--- config.mk ---
export PLATFORM = sky130hd
export DESIGN_NAME = sram_port_arbiter
export DESIGN_NICKNAME = d
export VERILOG_FILES = /design/src/rtl/sram_port_arbiter_pkg.sv /design/src/rtl/sram_port_arbiter_rr_arbiter2.sv /design/src/rtl/sram_port_arbiter.sv
export SDC_FILE = /design/constraint.sdc
export NUM_CORES = 1
export LEC_CHECK = 0
export CAP_MARGIN = 20
export CORE_AREA = 4 4 234 236
export CTS_BUF_LIST = sky130_fd_sc_hd__clkbuf_16
export DETAILED_ROUTE_END_ITERATION = 7
export DIE_AREA = 0 0 238 240
export SYNTH_ARGS = -nofsm -noshare
export SYNTH_HDL_FRONTEND = slang
export SYNTH_SLANG_ARGS = --single-unit
--- constraint.sdc ---
create_clock -name clk -period 1.38 [get_ports clk]
set_input_delay 0.207 -clock clk [delete_from_list [all_inputs] [get_ports clk]]
set_output_delay 0.207 -clock clk [all_outputs]
set_load 0.005 [all_outputs]
--- src/rtl/sram_port_arbiter_pkg.sv ---
// sram_port_arbiter_pkg: shared FSM state and round-robin pointer encodings
package sram_port_arbiter_pkg;
    localparam logic [0:0] SWEEP = 1'b0;
    localparam logic [0:0] IDLE  = 1'b1;
    localparam logic RR_A = 1'b0;
    localparam logic RR_B = 1'b1;
endpackage

--- src/rtl/sram_port_arbiter_rr_arbiter2.sv ---
// sram_port_arbiter_rr_arbiter2: two-way round-robin grant with its own pointer flop
module sram_port_arbiter_rr_arbiter2
    import sram_port_arbiter_pkg::*;
(
    input  logic clk,
    input  logic rstn,
    input  logic valid_a,
    input  logic valid_b,
    output logic grant_a,
    output logic grant_b
);
    logic ptr;
    assign grant_a = valid_a & (~valid_b | ptr == RR_A);
    assign grant_b = valid_b & (~valid_a | ptr == RR_B);
    always_ff @(posedge clk or negedge rstn) begin
        if (!rstn) ptr <= RR_A;
        else if (grant_a) ptr <= RR_B;
        else if (grant_b) ptr <= RR_A;
    end
endmodule

--- src/rtl/sram_port_arbiter.sv ---
// sram_port_arbiter: two-requester front end for one SRAM array with zero-fill sweep
module sram_port_arbiter
    import sram_port_arbiter_pkg::*;
#(
    parameter int ENTRIES = 128,
    parameter int IDX_W   = 7,
    parameter int DATA_W  = 64
) (
    input  logic              clk,
    input  logic              rstn,
    input  logic              a_valid,
    output logic              a_ready,
    input  logic              a_we,
    input  logic [IDX_W-1:0]  a_index,
    input  logic [DATA_W-1:0] a_wmask,
    input  logic [DATA_W-1:0] a_wdata,
    output logic              a_rsp_valid,
    output logic [DATA_W-1:0] a_rsp_rdata,
    input  logic              b_valid,
    output logic              b_ready,
    input  logic              b_we,
    input  logic [IDX_W-1:0]  b_index,
    input  logic [DATA_W-1:0] b_wmask,
    input  logic [DATA_W-1:0] b_wdata,
    output logic              b_rsp_valid,
    output logic [DATA_W-1:0] b_rsp_rdata,
    input  logic              flush_req,
    output logic              busy,
    output logic              sram_ren,
    output logic              sram_wen,
    output logic [IDX_W-1:0]  sram_index,
    output logic [DATA_W-1:0] sram_wmask,
    output logic [DATA_W-1:0] sram_wdata,
    input  logic [DATA_W-1:0] sram_rdata
);
    logic [0:0] state;
    logic [IDX_W:0] sweep_ptr;
    logic sweeping, arb_en, last, ga, gb;
    assign sweeping = state == SWEEP;
    assign busy = sweeping;
    assign arb_en = ~sweeping & ~flush_req;
    assign last = sweep_ptr == (IDX_W+1)'(ENTRIES - 1);
    sram_port_arbiter_rr_arbiter2 u_arb (
        .clk(clk),
        .rstn(rstn),
        .valid_a(a_valid & arb_en),
        .valid_b(b_valid & arb_en),
        .grant_a(ga),
        .grant_b(gb)
    );
    assign a_ready = ga;
    assign b_ready = gb;
    // the array's registered output is the response; no extra flop here
    assign a_rsp_rdata = sram_rdata;
    assign b_rsp_rdata = sram_rdata;
    always_ff @(posedge clk or negedge rstn) begin
        if (!rstn) begin
            state <= SWEEP;
            sweep_ptr <= '0;
            a_rsp_valid <= 1'b0;
            b_rsp_valid <= 1'b0;
        end else begin
            a_rsp_valid <= ga & ~a_we;
            b_rsp_valid <= gb & ~b_we;
            if (sweeping) begin
                sweep_ptr <= last ? '0 : sweep_ptr + 1'b1;
                state <= last ? IDLE : SWEEP;
            end else if (flush_req) state <= SWEEP;
        end
    end
    assign sram_wen = sweeping | (ga & a_we) | (gb & b_we);
    assign sram_ren = (ga & ~a_we) | (gb & ~b_we);
    assign sram_index = sweeping ? sweep_ptr[IDX_W-1:0] : ga ? a_index : gb ? b_index : '0;
    assign sram_wmask = sweeping ? '1 : ga ? a_wmask : gb ? b_wmask : '0;
    assign sram_wdata = sweeping ? '0 : ga ? a_wdata : gb ? b_wdata : '0;
endmodule
* Word-level counts from Yosys, hierarchy flattened
Cells that the tools add are included.
Word-level totals: register bits after elaboration 12, input port bits 341, output and inout port bits 270, logic and storage cells 44
Cells by class: add/sub/neg operators 1, eq/ne operators 1, multiplexer cells 15, bitwise operators 21, reductions and logical operators 1
Operators with widths (number):
- two-way mux 64 bit | 6
- two-way mux 7 bit | 3
- AND 1 bit | 9
- adder 8 x 1 -> 8 bit (second input constant) | 1
- == test 8 x 7 -> 1 bit (second input constant) | 1
- two-way mux 8 bit | 1
- NOT 1 bit | 7
- two-way mux 1 bit | 5
- OR 1 bit | 5
- nonzero test 2 bit | 1

* Logic depth before layout (Yosys ltp)
Gate-level depths: netlist of run 1.
depth after elaboration 9, gate-level depth with buffers 5, depth with buffers taken out 4

* Hierarchy
Synthesis of run 1 repeated with hierarchy kept, for this count alone.
Unflattened totals: cells, all modules 439, area total of the unflattened synthesis 3256.9 µm²
Modules (own cells, without submodules):
- sram_port_arbiter | instances 1, cells each 433, area each 3203.1 µm², seq. area each 275.3 µm²
- sram_port_arbiter_rr_arbiter2 | instances 1, cells each 6, area each 53.8 µm², seq. area each 25.0 µm²

* Worst setup path after synthesis of run 1
No wires, ideal clock.
kind reg2out, start register state, end output port sram_wmask[10], data arrival time 1220 ps, required time 1173 ps, path slack -47 ps, stages on the path, launching flop included 6, path buffers 2, cells stage by stage dfrtp_1 nand3b_1 a21oi_2 buf_4 buf_4 a221o_1
Between the ends: word-level cells in the longest chain between the ends 8, elaborated cells between the ends (all ways) 12, those cells by class mux (3); bitwise (9)
Ends and longest elaborated chain:
- start, declared | line sram_port_arbiter.sv:36 | logic [0:0] state;
- start signal, assigned | line sram_port_arbiter.sv:67 | state <= last ? IDLE : SWEEP;
- AND 1 bit | line sram_port_arbiter.sv:41 | assign arb_en = ~sweeping & ~flush_req;
- AND 1 bit | line sram_port_arbiter.sv:46 | .valid_a(a_valid & arb_en),
- NOT 1 bit | line sram_port_arbiter_rr_arbiter2.sv:14 | assign grant_b = valid_b & (~valid_a | ptr == RR_B);
- OR 1 bit | line sram_port_arbiter_rr_arbiter2.sv:14
- AND 1 bit | line sram_port_arbiter_rr_arbiter2.sv:14
- two-way mux 64 bit (2 in a row) | line sram_port_arbiter.sv:74 | assign sram_wmask = sweeping ? '1 : ga ? a_wmask : gb ? b_wmask : '0;
- two-way mux 64 bit * | line sram_port_arbiter.sv:74
- end, declared | line sram_port_arbiter.sv:32 | output logic [DATA_W-1:0] sram_wmask,
Mark *: on every way between the ends. The rest lies on a longest branch, timed or not.

* Final worst setup path of run 1
start register state, end output port sram_wmask[40]
Same word-level chain as after synthesis.

==> metrics.txt, run 1 <==
clock tree root buffer cell sky130_fd_sc_hd__clkbuf_16; leakage power total approximately 3.4 nW; number of non-filler instances in the completed layout 1,432; master of the slowest instance on the critical path sky130_fd_sc_hd__dfrtp_1; post-route fraction of the period consumed by the critical path 155%; startpoint type of the worst setup path flip-flop; number of flops mapped to enable cells by yosys 0; placeable core region about 52,000 um2; clock insertion delay at the later pin of the skew report approximately 0.24 ns; final routed wirelength across all metal layers 26,800 um; largest clock skew in the final design 0.00502 ns; post-synthesis to final-layout area growth 168%; area of the multi-input gates around 1700 um2; biggest area contributors in the synthesized netlist sky130_fd_sc_hd__buf_4, sky130_fd_sc_hd__a221o_1, sky130_fd_sc_hd__a22o_1; Antenna Nets Post-Route 0; largest fanout on the critical path 7; required arrival time at the worst endpoint 1.17 ns; placed standard-cell area 7390 um2; proportion of power drawn by combinational gates 65.6%; normalized max-slew margin about four fifths; worst-path cell chain nand3b_1 > a21oi_4 > buf_12 > buf_6 > clkbuf_16 > buf_6 > a221o_1 > buf_2; Clk pin slew, worst setup/hold paths ~0.050 ns; share of total power in the clock network around 18%; Pre-Repair DR Iteration Count 4; number of synthesized register bits 12; path category of the worst min-delay check in -> async; most frequent cell after synthesis sky130_fd_sc_hd__buf_4; antenna diode count 0; maximum VDD drop 0.597 mV; count of unique library cells instantiated by Yosys 31; number of setup violations in the final report about 150; Port Buffers ~420; Clock H-tree levels 1; Mean Syn Cell Area 8.50 um2; area taken by flip-flops and latches approximately 300 um2; final worst-path setup slack -0.763 ns; horizontal die dimension 238 um; total CTS buffers 3; total power divided by cell area 381 nW/um2; total number of vias 4,555; DIE AREA approximately 57,000 um2; final net count 1,087; # DRC 0; top cell type's share of synthesized area between 30% and 40%; global-route wire length before repair 33,000 um; internal power summed over all cells around 2.2 mW; time the final worst path needs with I/O delays and setup 2.14 ns; placed cell count 1,340; count of pins over their slew limit 0; vias per cell 3.18; CTS tree built; row count 84; sequential share of the synthesized area 9.84%; failing checks negative setup slack; initial standard-cell utilization of the core 5.82%; Detailed Place HPWL between 20,000 and 25,000 um; routed wirelength normalized by instance count 18.7 um; Synth area leader sky130_fd_sc_hd__buf_4; type of element capturing the critical path output pin; violation count after the first detailed-routing iteration 238; switching power 918 uW; count of synthesis-stage warnings from yosys 0; fraction of registers with async set or reset after synthesis 100%; Syn Nets 701; CTS sink count 12; proportion of layout cells with a drive suffix above 1 slightly below 40%; number of fill cells ~5,900; Sw Share 29.4%; number of buffers on the longest clock path 2; Post-Synthesis Cell Area about 3100 um2; run status complete, but fails checks; Max Clk Rate 0.467 GHz; crit path kind reg -> out; most repeated library cell on the critical path sky130_fd_sc_hd__buf_6; top flip-flop cell by instance count after synthesis sky130_fd_sc_hd__dfrtp_1; setup tns final -84.21 ns; most numerous cell types in the synthesized netlist sky130_fd_sc_hd__buf_4, sky130_fd_sc_hd__a221o_1, sky130_fd_sc_hd__a22o_1; maxcap violations 0; Sequential Power Share approximately 17%; Die Y-Extent 240 um; gpl congestion 0.818; global router's overall resource usage 7.67%; instance count of the mapped netlist 359; CP arrival 1.94 ns; Layout Cell Area excl Fill 8190 um2; largest net degree at the start of global routing 64; antenna violations before repair 5; pin slew with the least headroom to its limit 0.299 ns; CP max stage delay 0.40 ns; Final Hold Viols 0; remaining global-route overflow 0; worst slack, placed -1.13 ns; setup repair after global routing missed its margin true; power consumption 3.12 mW; number of global-route vias before repair 4,913; count of boundary I/O pins 611
[worst max-delay path, delay by kind of cell, from the launching register on]
family          cells  cell delay [ns]
compound gates      2             0.43
buf+inv             5             0.68
flops               1             0.40
simple gates        1             0.17
[flip-flops by register name (all words and copies together), names as in the netlist]
| register | flops |
|---|---|
| sweep_ptr | 8 |
| a_rsp_valid | 1 |
| b_rsp_valid | 1 |
| state | 1 |
| u_arb.ptr | 1 |
[cell usage in the layout (no fill, tap or decap), drive strengths merged, types with 4 or more instances in the layout]
master / count
clkdlybuf4s50: 275
buf: 240
a221o: 72
a22o: 64
clkbuf: 30
dfrtp: 12
nor2b: 9
nand2: 4
nor3: 4
[final timing paths]
kind                         startpoint             end  slack (ns)  cells after the start
max in group asynchronous          rstn     b_rsp_valid        0.94                      2
hold / removal                     rstn           state        0.28                      2
setup / recovery                  state  sram_wmask[40]       -0.76                      8
hold reg to reg            sweep_ptr[6]    sweep_ptr[6]        0.56                      2
min in group clk              flush_req           state        0.34                      2
setup reg to reg                  state    sweep_ptr[7]       -0.21                      6
[final cells by class]
class | count | area share (%)
clock buffers | 3 | 0.917
multi-input cells | 179 | 20.8
well taps | 688 | 10.5
inverters | 2 | 0.153
flip-flops and latches | 12 | 3.67
clock inverters | 1 | 0.0458
repair buffers | 547 | 63.9
[logic make-up (layout without fill, tap and decap cells)]
kind of cell               Yosys count  after routing  share of synthesized area, %
adders and majority gates            1              1                         0.410
xor gates and xnor gates             4              4                          1.15
buffers and inverters              168            553                          38.8
and+or+nand+nor                     30             30                          5.74
AOI/OAI and AO/OA                  142            142                          43.3
muxes                                2              2                         0.738
DFF                                 12             12                          9.84
[metrics by stage]
step / hold WS, ns / util [%]
floorplan: -0.0886 / -
global placement: 0.414 / 14.1
detailed placement: 0.414 / 14.1
CTS: 0.277 / 15.2
global route: 0.296 / 15.6
finish: 0.275 / 15.6
[layer usage]
metal / routed length (um) / up-vias / global-route usage, %
met5: 39 / - / 0
met4: 957 / 6 / 2.85
met3: 3210 / 83 / 3.56
met2: 11800 / 289 / 11.8
met1: 10800 / 2123 / 9.39
li1: - / 2054 / -
[timing repair]
action | 4_1_cts | 5_1_grt
hold buffers | 0 | 0
resized for setup | 442 | 188
setup buffers | 55 | 36
endpoints found under the hold margin | 0 | 0
cloned | 4 | 10
pin swaps | 36 | 52
endpoints found under the setup margin | 142 | 148
[power groups by stage]
stage / Sequential (mW) / Clock, mW / Combinational (mW)
after floorplan: 0.571 / 0 / 0.775
after global placement: 0.525 / 0 / 2.05
after detailed placement: 0.527 / 0 / 2.08
after CTS: 0.525 / 0.554 / 2.08
after global routing: 0.538 / 0.572 / 2.20
final: 0.525 / 0.547 / 2.05
No activity file was read; power rests on OpenSTA's default activity.
==> inputs of run 2 (changes only) <==
--- a/config.mk
+++ b/config.mk
@@ -6,10 +6,11 @@
 export NUM_CORES = 1
 export LEC_CHECK = 0
 export CAP_MARGIN = 20
-export CORE_AREA = 4 4 234 236
+export CORE_AREA = 4 4 235 237
 export CTS_BUF_LIST = sky130_fd_sc_hd__clkbuf_16
 export DETAILED_ROUTE_END_ITERATION = 7
-export DIE_AREA = 0 0 238 240
+export DIE_AREA = 0 0 239 241
 export SYNTH_ARGS = -nofsm -noshare
 export SYNTH_HDL_FRONTEND = slang
+export SYNTH_HIERARCHICAL = 1
 export SYNTH_SLANG_ARGS = --single-unit
==> run 2 against run 1 <==
  * The run still ends with negative setup slack left
  * Sequential share of layout area is 0.11 points higher
  * Cell area decreased by 2.8%
  * Maximum frequency decreased by 16%
  * Wire length down 0.54%
  * Combinational power fell by 2%
  * Register-to-register slack worse by 0.14 ns
  * Count of clock-buffer cells in the layout did not move
  * Clock power grew 2%
  * Via count increased by 4.1%
  * Non-clock buffer count is 83 lower
  * Die area increased by 0.84%
  * Sequential power rose by 18%
  * Critical endpoint is now sram_wmask[34]
==> metrics.txt, run 2 <==
Mean Syn Cell Area 7.42 um2 (-13%); met3 WL 4200 um (+31%); Syn Nets 781 (+11%); fraction of registers with async set or reset after synthesis 100% (unchanged); crit path kind reg -> out; remaining global-route overflow 0 (unchanged); post-cts hold buffer count 0 (unchanged); required arrival time at the worst endpoint 1.17 ns (about the same); number of flops mapped to enable cells by yosys 0 (unchanged); horizontal die dimension 239 um (+0.42%); Max Clk Rate 0.393 GHz (-16%); commonest non-fill, non-tap cell in the layout sky130_fd_sc_hd__clkdlybuf4s50_1; initial standard-cell utilization of the core 6.11% (+0.30 points); final routed wirelength across all metal layers 26,600 um (-0.54%); number of fill cells 6,042 (+1.9%); area taken by flip-flops and latches 300 um2 (unchanged); largest clock skew in the final design 0.00522 ns (+0.000204 ns); clock tree root buffer cell sky130_fd_sc_hd__clkbuf_16; Antenna Nets Post-Route 0 (unchanged); CP arrival 2.34 ns (+0.40 ns); placeable core region 53,300 um2 (+1.6%); vias per cell 3.32 (+4.3%); instance count of the mapped netlist 439 (+22%); number of non-filler instances in the completed layout 1,430 (-0.14%); sequential share of the synthesized area 9.22% (-0.62 points); count of unique library cells instantiated by Yosys 32 (+3.2%); Clock H-tree levels 1 (unchanged); leakage power total 3.03 nW (-9.8%); number of synthesized register bits 12 (unchanged); global-route wire length before repair 34,600 um (+5.0%); Layout Cell Area excl Fill 7960 um2 (-2.8%); Final Hold Viols 0 (unchanged); R2R depth 6 (unchanged); largest fanout on the critical path 15 (+8); post-layout utilization of the core 14.9% (-0.68 points); most numerous cell types in the synthesized netlist sky130_fd_sc_hd__buf_4, sky130_fd_sc_hd__nor2_1, sky130_fd_sc_hd__a221o_1; Clk pin slew, worst setup/hold paths 0.05 ns (about the same); count of boundary I/O pins 611 (unchanged); pin slew with the least headroom to its limit 0.669 ns (+0.370 ns); path category of the worst min-delay check in -> async; placed cell count 1,417 (+5.7%); top flip-flop cell by instance count after synthesis sky130_fd_sc_hd__dfrtp_1; setup tns final -121.87 ns (-37.66 ns); startpoint type of the worst setup path flip-flop; setup repair after global routing missed its margin true; row count 85 (+1.2%); placed standard-cell area 7750 um2 (+4.9%); Port Buffers 418 (unchanged); normalized max-slew margin 55.4% (-25 points); Detailed Place HPWL 23,600 um (+17%); time the final worst path needs with I/O delays and setup 2.54 ns (+0.400 ns); antenna violations before repair 4 (-1); count of synthesis-stage warnings from yosys 6 (+6); final worst-path setup slack -1.16 ns (-0.400 ns); gpl congestion 0.804 (-1.7%); wire length on met1 9370 um (-13%); Post-Synthesis Cell Area 3260 um2 (+6.8%); Top Metal Used met5; routed wirelength normalized by instance count 18.6 um (-0.40%); type of element capturing the critical path output pin; DIE AREA 57,600 um2 (+0.84%); number of setup violations in the final report 149 (+2.1%); post-synthesis to final-layout area growth 144%; Hold Worst Slack 0.284 ns (+0.00889 ns); violation count after the first detailed-routing iteration 217 (-8.8%); Pre-Repair DR Iteration Count 4 (unchanged); register with the highest flop count sweep_ptr; # DRC 0 (unchanged); area of the multi-input gates 1960 um2 (+15%); post-route fraction of the period consumed by the critical path 184% (+29 points); failing checks negative setup slack; number of global-route vias before repair 5,076 (+3.3%); maxcap violations 0 (unchanged); count of pins over their slew limit 0 (unchanged); total number of vias 4,743 (+4.1%); total power divided by cell area 401 nW/um2 (+5.3%); Die Y-Extent 241 um (+0.42%); total CTS buffers 3 (unchanged); Largest register FFs 8 (unchanged); maximum VDD drop 0.391 mV (-35%); detailed-routed wire length on met2 11,800 um (+0.10%); CTS tree built; run status complete, but fails checks; number of buffers on the longest clock path 2 (unchanged); largest net degree at the start of global routing 75 (+17%); final net count 1,076 (-1.0%); most frequent cells in the layout sky130_fd_sc_hd__clkdlybuf4s50_1, sky130_fd_sc_hd__nor2_1, sky130_fd_sc_hd__a221o_1, sky130_fd_sc_hd__dlymetal6s2s_1, sky130_fd_sc_hd__a22oi_1; clock insertion delay at the later pin of the skew report 0.24 ns (about the same); CTS sink count 12 (unchanged); global router's overall resource usage 8.23% (+0.56 points); most frequent cell after synthesis sky130_fd_sc_hd__buf_4; proportion of layout cells with a drive suffix above 1 21.0% (-18 points); Synth area leader sky130_fd_sc_hd__buf_4; top cell type's share of synthesized area 29.5% (-5.0 points); biggest area contributors in the synthesized netlist sky130_fd_sc_hd__buf_4, sky130_fd_sc_hd__a221o_1, sky130_fd_sc_hd__a22oi_1
-- run 2: cell types whose count changed in the layout (fill, tap and decap cells not counted), sizes merged, moves of 23 or more --
cell          change
a22o             -64
a22oi            +63
buf             -150
clkbuf           -23
dlymetal6s2s     +50
nor2             +76
-- run 2: worst paths after layout --
check	startpoint	endpoint	slack [ns]
max	state	sram_wmask[34]	-1.16
min	rstn	sweep_ptr[0]	0.28
max reg2reg	state	sweep_ptr[7]	-0.35
min reg2reg	sweep_ptr[6]	sweep_ptr[6]	0.50
max in group asynchronous	rstn	sweep_ptr[5]	0.92
min in group clk	sram_rdata[33]	b_rsp_rdata[33]	0.41
-- run 2: cells by family after synthesis --
group / synth area share [%]
flops: 9.22
fa+ha+maj: 0.384
buf+inv: 37.1
mux: 0.691
simple gates: 13.8
xor+xnor: 1.34
compound gates: 37.5
-- run 2: routing by layer --
metal / up-vias / track usage, %
li1: 2104 / -
met1: 2158 / 8.58
met2: 396 / 13.4
met3: 79 / 5.13
met4: 6 / 3.45
met5: - / 0
-- run 2: per-stage QoR --
stage	power, mW	setup slack, ns
6_report	3.19	-1.16
5_1_grt	3.40	-1.26
4_1_cts	3.25	-1.19
3_5_place_dp	2.73	-1.34
3_3_place_gp	2.70	-1.34
2_1_floorplan	1.49	-0.674
-- run 2: where the power goes --
part	leakage (nW)	switching, mW	internal [mW]	total (mW)
Sequential	0.150	0.144	0.476	0.620
Clock	0.0385	0.176	0.384	0.560
Combinational	2.84	0.709	1.30	2.01
-- run 2: timing repair --
action                                  in CTS  in global routing
gates cloned                                 1                  0
gates resized for setup                    178                 78
buffers inserted                             5                  2
endpoints found under the setup margin     146                148
pin swaps                                    7                  5
-- run 2: critical path, stage by stage, from the launching register on --
cell and delay, ns:
sky130_fd_sc_hd__dfrtp_1 0.39, sky130_fd_sc_hd__inv_4 0.07, sky130_fd_sc_hd__nor3b_2 0.19, sky130_fd_sc_hd__nand2b_1 0.10
sky130_fd_sc_hd__and2_4 0.15, sky130_fd_sc_hd__nor2b_4 0.14, sky130_fd_sc_hd__buf_12 0.16, sky130_fd_sc_hd__buf_4 0.14
sky130_fd_sc_hd__a221o_1 0.29, sky130_fd_sc_hd__clkdlybuf4s50_1 0.47
-- run 2: final cells by class --
class | count | area share [%]
sequential | 12 | 3.77
clock inverter | 1 | 0.0472
clock buffer | 3 | 0.943
inverter | 2 | 0.126
antenna | 1 | 0.0314
tap | 696 | 10.9
multi-input combinational | 251 | 24.6
timing repair buffer | 464 | 59.6
==> inputs of run 3 (changes only) <==
--- a/config.mk
+++ b/config.mk
@@ -8,8 +8,10 @@
 export CAP_MARGIN = 20
 export CORE_AREA = 4 4 235 237
 export CTS_BUF_LIST = sky130_fd_sc_hd__clkbuf_16
+export CTS_CLUSTER_SIZE = 20
 export DETAILED_ROUTE_END_ITERATION = 7
 export DIE_AREA = 0 0 239 241
+export GPL_TIMING_DRIVEN = 1
 export SYNTH_ARGS = -nofsm -noshare
 export SYNTH_HDL_FRONTEND = slang
 export SYNTH_HIERARCHICAL = 1
==> results of run 3 <==
No change in the layout: final DEF, timing and power equal those of run 2.
